`config.mk`:
```
export PLATFORM = sky130hd
export DESIGN_NAME = counter_n
export DESIGN_NICKNAME = d
export VERILOG_FILES = /design/src/rtl/counter_n.sv
export SDC_FILE = /design/constraint.sdc
export NUM_CORES = 1
export LEC_CHECK = 0
export ABC_AREA = 1
export BUFFER_PORTS_ARGS = -buffer_cell sky130_fd_sc_hd__buf_4
export CAP_MARGIN = 20
export CORE_AREA = 5 5 42 44
export DETAILED_ROUTE_END_ITERATION = 16
export DIE_AREA = 0 0 47 49
export SLEW_MARGIN = 25
export SYNTH_ARGS = -nofsm -noshare
export SYNTH_HDL_FRONTEND = slang
export SYNTH_SLANG_ARGS = --single-unit
```
`constraint.sdc`:
```
create_clock -name clk -period 1.34 [get_ports clk]
set_input_delay 0.134 -clock clk [delete_from_list [all_inputs] [get_ports clk]]
set_output_delay 0.134 -clock clk [all_outputs]
set_load 0.1 [all_outputs]
```
`src/rtl/counter_n.sv`:
```
// WIDTH-bit four-mode counter (up by STEP, down by 1, up by 1, load) with registered Q_, rco_ and load_.
// Define COUNTER_SAT_EN to make the counting modes saturate instead of wrapping.
module counter_n #(
    parameter int WIDTH = 4,
    parameter int STEP  = 3
) (
    input  logic             clk,
    input  logic             reset,
    input  logic             enable_,
    input  logic [1:0]       mode_,
    input  logic [WIDTH-1:0] D_,
    output logic [WIDTH-1:0] Q_,
    output logic             rco_,
    output logic             load_
);

    localparam logic [WIDTH:0]   STEP_EXT = (WIDTH+1)'(STEP);
    localparam logic [WIDTH:0]   ONE_EXT  = (WIDTH+1)'(1);
    localparam logic [WIDTH-1:0] ALL_ONES = {WIDTH{1'b1}};
    localparam logic [WIDTH-1:0] ALL_ZERO = {WIDTH{1'b0}};

    logic [WIDTH:0]   sum_step_s;
    logic [WIDTH:0]   sum_one_s;
    logic [WIDTH:0]   diff_one_s;
    logic [WIDTH-1:0] q_next_s;
    logic             rco_next_s;
    logic             load_next_s;

    // Extended arithmetic: bit WIDTH is the carry-out for sums and the borrow for the difference.
    always_comb begin
        sum_step_s = {1'b0, Q_} + STEP_EXT;
        sum_one_s  = {1'b0, Q_} + ONE_EXT;
        diff_one_s = {1'b0, Q_} - ONE_EXT;
    end

    // Next-state selection; flags are never held, so a disabled counter clears them.
    always_comb begin
        q_next_s    = Q_;
        rco_next_s  = 1'b0;
        load_next_s = 1'b0;
        if (enable_) begin
            case (mode_)
                2'b00: begin
`ifdef COUNTER_SAT_EN
                    if (sum_step_s[WIDTH]) begin
                        q_next_s   = ALL_ONES;
                        rco_next_s = 1'b1;
                    end else begin
                        q_next_s   = sum_step_s[WIDTH-1:0];
                        rco_next_s = 1'b0;
                    end
`else
                    q_next_s   = sum_step_s[WIDTH-1:0];
                    rco_next_s = sum_step_s[WIDTH];
`endif
                end
                2'b01: begin
`ifdef COUNTER_SAT_EN
                    if (diff_one_s[WIDTH]) begin
                        q_next_s   = ALL_ZERO;
                        rco_next_s = 1'b1;
                    end else begin
                        q_next_s   = diff_one_s[WIDTH-1:0];
                        rco_next_s = 1'b0;
                    end
`else
                    q_next_s   = diff_one_s[WIDTH-1:0];
                    rco_next_s = diff_one_s[WIDTH];
`endif
                end
                2'b10: begin
`ifdef COUNTER_SAT_EN
                    if (sum_one_s[WIDTH]) begin
                        q_next_s   = ALL_ONES;
                        rco_next_s = 1'b1;
                    end else begin
                        q_next_s   = sum_one_s[WIDTH-1:0];
                        rco_next_s = 1'b0;
                    end
`else
                    q_next_s   = sum_one_s[WIDTH-1:0];
                    rco_next_s = sum_one_s[WIDTH];
`endif
                end
                2'b11: begin
                    // A load never reports a wrap, even at the boundary value.
                    q_next_s    = D_;
                    rco_next_s  = 1'b0;
                    load_next_s = 1'b1;
                end
                default: begin
                    q_next_s    = Q_;
                    rco_next_s  = 1'b0;
                    load_next_s = 1'b0;
                end
            endcase
        end else begin
            q_next_s    = Q_;
            rco_next_s  = 1'b0;
            load_next_s = 1'b0;
        end
    end

    // Output registers; synchronous reset dominates every other input.
    always_ff @(posedge clk) begin
        if (reset) begin
            Q_    <= ALL_ZERO;
            rco_  <= 1'b0;
            load_ <= 1'b0;
        end else begin
            Q_    <= q_next_s;
            rco_  <= rco_next_s;
            load_ <= load_next_s;
        end
    end

endmodule

```
Word level (Yosys, flattened, before mapping)
Cells that the tools add are included.

operators by class
  add/subtract/negate cells = 3
  equal/unequal tests = 3
  muxes and demuxes = 3
  bitwise operators = 1
  reductions and logical operators = 2

operators by type and width
  operator                                                            count
  4-bit case mux with 4 select lines                                  1
  4-bit by 1-bit adder with 5-bit output, second input constant       1
  4-bit by 2-bit adder with 5-bit output, second input constant       1
  4-bit by 1-bit subtractor with 5-bit output, second input constant  1
  2-bit == test, second input constant                                2
  1-bit case mux with 4 select lines                                  1
  2-bit by 1-bit == test with 1-bit output, second input constant     1
  2-bit logical NOT                                                   1
  2-bit OR reduction                                                  1
  1-bit two-way mux                                                   1
  1-bit NOT                                                           1

word-level totals
  bits in registers = 6
  input bits = 9
  output and inout bits = 6

Depth between registers and ports, before layout
  depth after elaboration = 2
  depth in mapped cells = 10
  depth with buffers taken out = 10

Worst setup path after synthesis
No wires, ideal clock.

  path type = reg2reg
  start point = register Q_[0]
  end point = register Q_[2]
  arrival time = 1788 ps
  data required time = 1226 ps
  slack = -562 ps
  stages on the path, launching flop included = 11
  path buffers = 0
  clock period less this slack = 1902 ps
  cell sequence = dfxtp_1 > inv_2 > ha_1 > inv_1 > nand2_1 > nand2_1 > nand2_1 > nand2_1 > nand2_1 > nand2_1 > a21oi_2

on the way
  longest elaborated chain between the ends = 2

RTL lines
  what                                                            RTL line  RTL
  start, declared                                                 12        output logic [WIDTH-1:0] Q_,
  start signal, assigned                                          111       Q_ <= q_next_s;
  4-bit by 1-bit adder with 5-bit output (tied with other cells)  32        sum_one_s = {1'b0, Q_} + ONE_EXT;
  4-bit case mux with 4 select lines (*)                          42        case (mode_)

Every way passes the cells marked *; elsewhere a longest branch is shown, timed or not.
A chain may end at the register's enable or synchronous reset.

Worst setup path in the final report
Same ends and word-level chain as after synthesis.

==> impl_metrics.yaml <==
detailed_routing:
  viasPerCell: 4.721
  finalWirelength_mm: 1.144
  route.detailed.drc: 0
  wire_per_inst_um: 10.31
  vias: 524
  ant_nets: 0
  dr.pass1.iters: 4
  drtIter0Drc: 12
pwr:
  clkPwrFrac_pct: 28.4
  leakagePower_uw: 0.0003175
  power.internal_uw: 381.3
  combPwrFrac_pct: 38.3
  swShare_pct: 40.60
  power_density_nw_per_um2: 1026
  switching_power_uw: 260.6
  peakVddDrop_v: 0.0005862
  seq_power_share_pct: 33.3
setup_path:
  worstSetupStartpoint: "Q_[0]$_SDFFE_PP0P_"
  worstReg2RegStart: "Q_[0]$_SDFFE_PP0P_"
  path_delay_family: "flip-flops"
  r2r_slack_ns: 0.16
  crit_type: "flip-flop to flip-flop"
  cp_common_cell: "nand2_1"
  crit_path_end_kind: "flip-flop"
  rr_worst_depth: 10
  cp_max_fo: 7
  cp.buffers_inverters: 2
  worstPathRequired_ns: 1.48
  crit_path_top_delay_cell: "dfxtp_4"
  worst_setup_path_start_kind: "flip-flop"
  crit_arrival_ns: 1.31
  crit_chain: "inv_2 -> ha_4 -> inv_1 -> nand2_1 -> nand2_1 -> nand2_1 -> nand2_1 -> nand2_1 -> nand2_1 -> a21oi_2"
  slowest_delay_ns: 0.38
  r2r_end: "Q_[2]$_SDFFE_PP0P_"
timing:
  worst_slew_pin_slew_ns: 0.2794
  hold_violations: 0
  fin_tns_setup_ns: 0
  clock-skew-final_ns: 0.007674
  fin_crit_sh_pct: 87.98
  relSlewSlack_pct: 81.52
  rsz0062_at_grt: "false"
  setup-violations-final: 0
  period_needed_ns: 1.179
  finalMaxSlewViolations: 0
  worst_hold_slack_ns: 0.04826
  fmax_mhz: 848.2
floorplanning:
  fp-row-count: 14
  die_h_um: 49
  start_util_pct: 32.59
  pin_count: 15
  core_sq_um: 1401
  die_x_um: 47
  die_area_sq_um: 2303
placement:
  placed_cells_incl_taps: 107
  place_hpwl_um: 885.1
  gp_congestion: 0.8288
  portBuffers: 14
hold_path:
  worstHoldPathCells: 2
  min_from: "reset"
  hold_path_end: "Q_[2]$_SDFFE_PP0P_"
  hp-class: "primary input to flip-flop"
grt:
  antenna_found_initial: 0
  grt_pass1_wl_mm: 1.959
  first_global_vias: 488
  gr-usage-all-layers_pct: 11.35
  grt.overflow.total: 0
  grt_max_degree: 12
clocking:
  clk_pin_slew_ns: 0.05
  clk_path_buf_depth: 2
  cts_buffers: 3
  cts.sinks: 6
  cts_root_buffer: "clkbuf_4"
  cts_max_level: 1
  postCtsSetupRepairBufs: 0
  cts_tree: "built"
  clk_latency_ns: 0.25
job:
  maxCapViolations: 0
cells_and_area:
  num_antenna_cells: 0
  nets: 107
  final_util_pct: 44.64
  layout_common_cells: "24 x nand2_1, 14 x buf_4, 11 x nand3_1"
  final_common_cell: "nand2_1"
  syn2layout_area_growth_pct: 36.99
  final_cells: 111
  layout-drive-gt1-share_pct: 32.63
yosys:
  avgSynthCellArea_sq_um: 5.855
  yosysWarnings: 0
  synth.top_cell.area_share_pct: 26.30
  synth_area_leaders: "dfxtp_1 26%, nand2_1 20%, nand3_1 12%"
  yosys.cell_types.count: 15
  yosys.area.top_type: "dfxtp_1"
  ys_seq_area_share_pct: 26.30
  synth_area_sq_um: 456.7
  ys_seq_elements: 6
  syn-num-nets: 89
  synth_cells: 78
run_status:
  status: "finished clean"
-- cells in the mapped netlist --
master / count
o21ai_1: 1
o21ai_0: 6
a21oi_2: 1
buf_4: 1
nand4_1: 1
inv_2: 5
inv_1: 7
ha_1: 2
nor2_1: 5
nand3_1: 11
dfxtp_1: 6
nand2_1: 24
or2_1: 1
nor2_2: 3
a21oi_1: 4
-- registers in the layout (all words and copies together) (netlist names) --
name and flops:
load_ 1, Q_ 4, rco_ 1
-- power by group through the flow --
stage	Clock, uW	Combinational [uW]	Sequential, uW
floorplan	0	93.7	297
global placement	0	235	217
detailed placement	0	236	217
CTS	194	236	214
global route	207	274	216
finish	182	246	214
-- how the worst max path moves through the flow --
stage                               to  slack [ns]  cells past startpoint
floorplan           Q_[2]$_SDFFE_PP0P_       -0.02                     10
global placement    Q_[2]$_SDFFE_PP0P_        0.13                     10
detailed placement  Q_[2]$_SDFFE_PP0P_        0.12                     10
CTS                 Q_[2]$_SDFFE_PP0P_        0.10                     10
global route        Q_[2]$_SDFFE_PP0P_        0.02                     10
finish              Q_[2]$_SDFFE_PP0P_        0.16                     10
-- through the flow --
| stage | area [sq um] | power [uW] | setup slack [ns] |
|---|---|---|---|
| after floorplan | 469.2 | 390.8 | -0.02270 |
| after global placement | 586.8 | 451.4 | 0.1306 |
| after detailed placement | 586.8 | 453.3 | 0.1179 |
| after CTS | 613.1 | 643.8 | 0.1013 |
| after global routing | 625.6 | 696.4 | 0.01762 |
| final | 625.6 | 641.9 | 0.1610 |
-- logic make-up after synthesis --
group	synth area share [%]
compound gates	13.97
fa+ha+maj	5.479
buf+inv	11.51
flops	26.30
simple gates	42.74
-- what timing repair did --
action                                  4_1_cts  5_1_grt
gates resized for setup                       0        2
endpoints found under the setup margin        0        1
hold buffers                                  0        0
-- final cells by class --
cell class                 count  area (sq um)
inverter                      12         45.04
clock buffer                   4         26.28
sequential                     6         132.6
tap                           16         20.02
timing repair buffer          14         105.1
fill                         155         775.7
multi-input combinational     59         296.5
-- per-layer routing --
| metal | GRT usage (%) | wire (um) |
|---|---|---|
| met2 | 16.06 | 577 |
| met3 | 5.904 | 66 |
| met1 | 14.98 | 499 |
| met4 | 2.765 | 0 |
| met5 | 0 | 0 |
(Power assumes the default switching activity.)
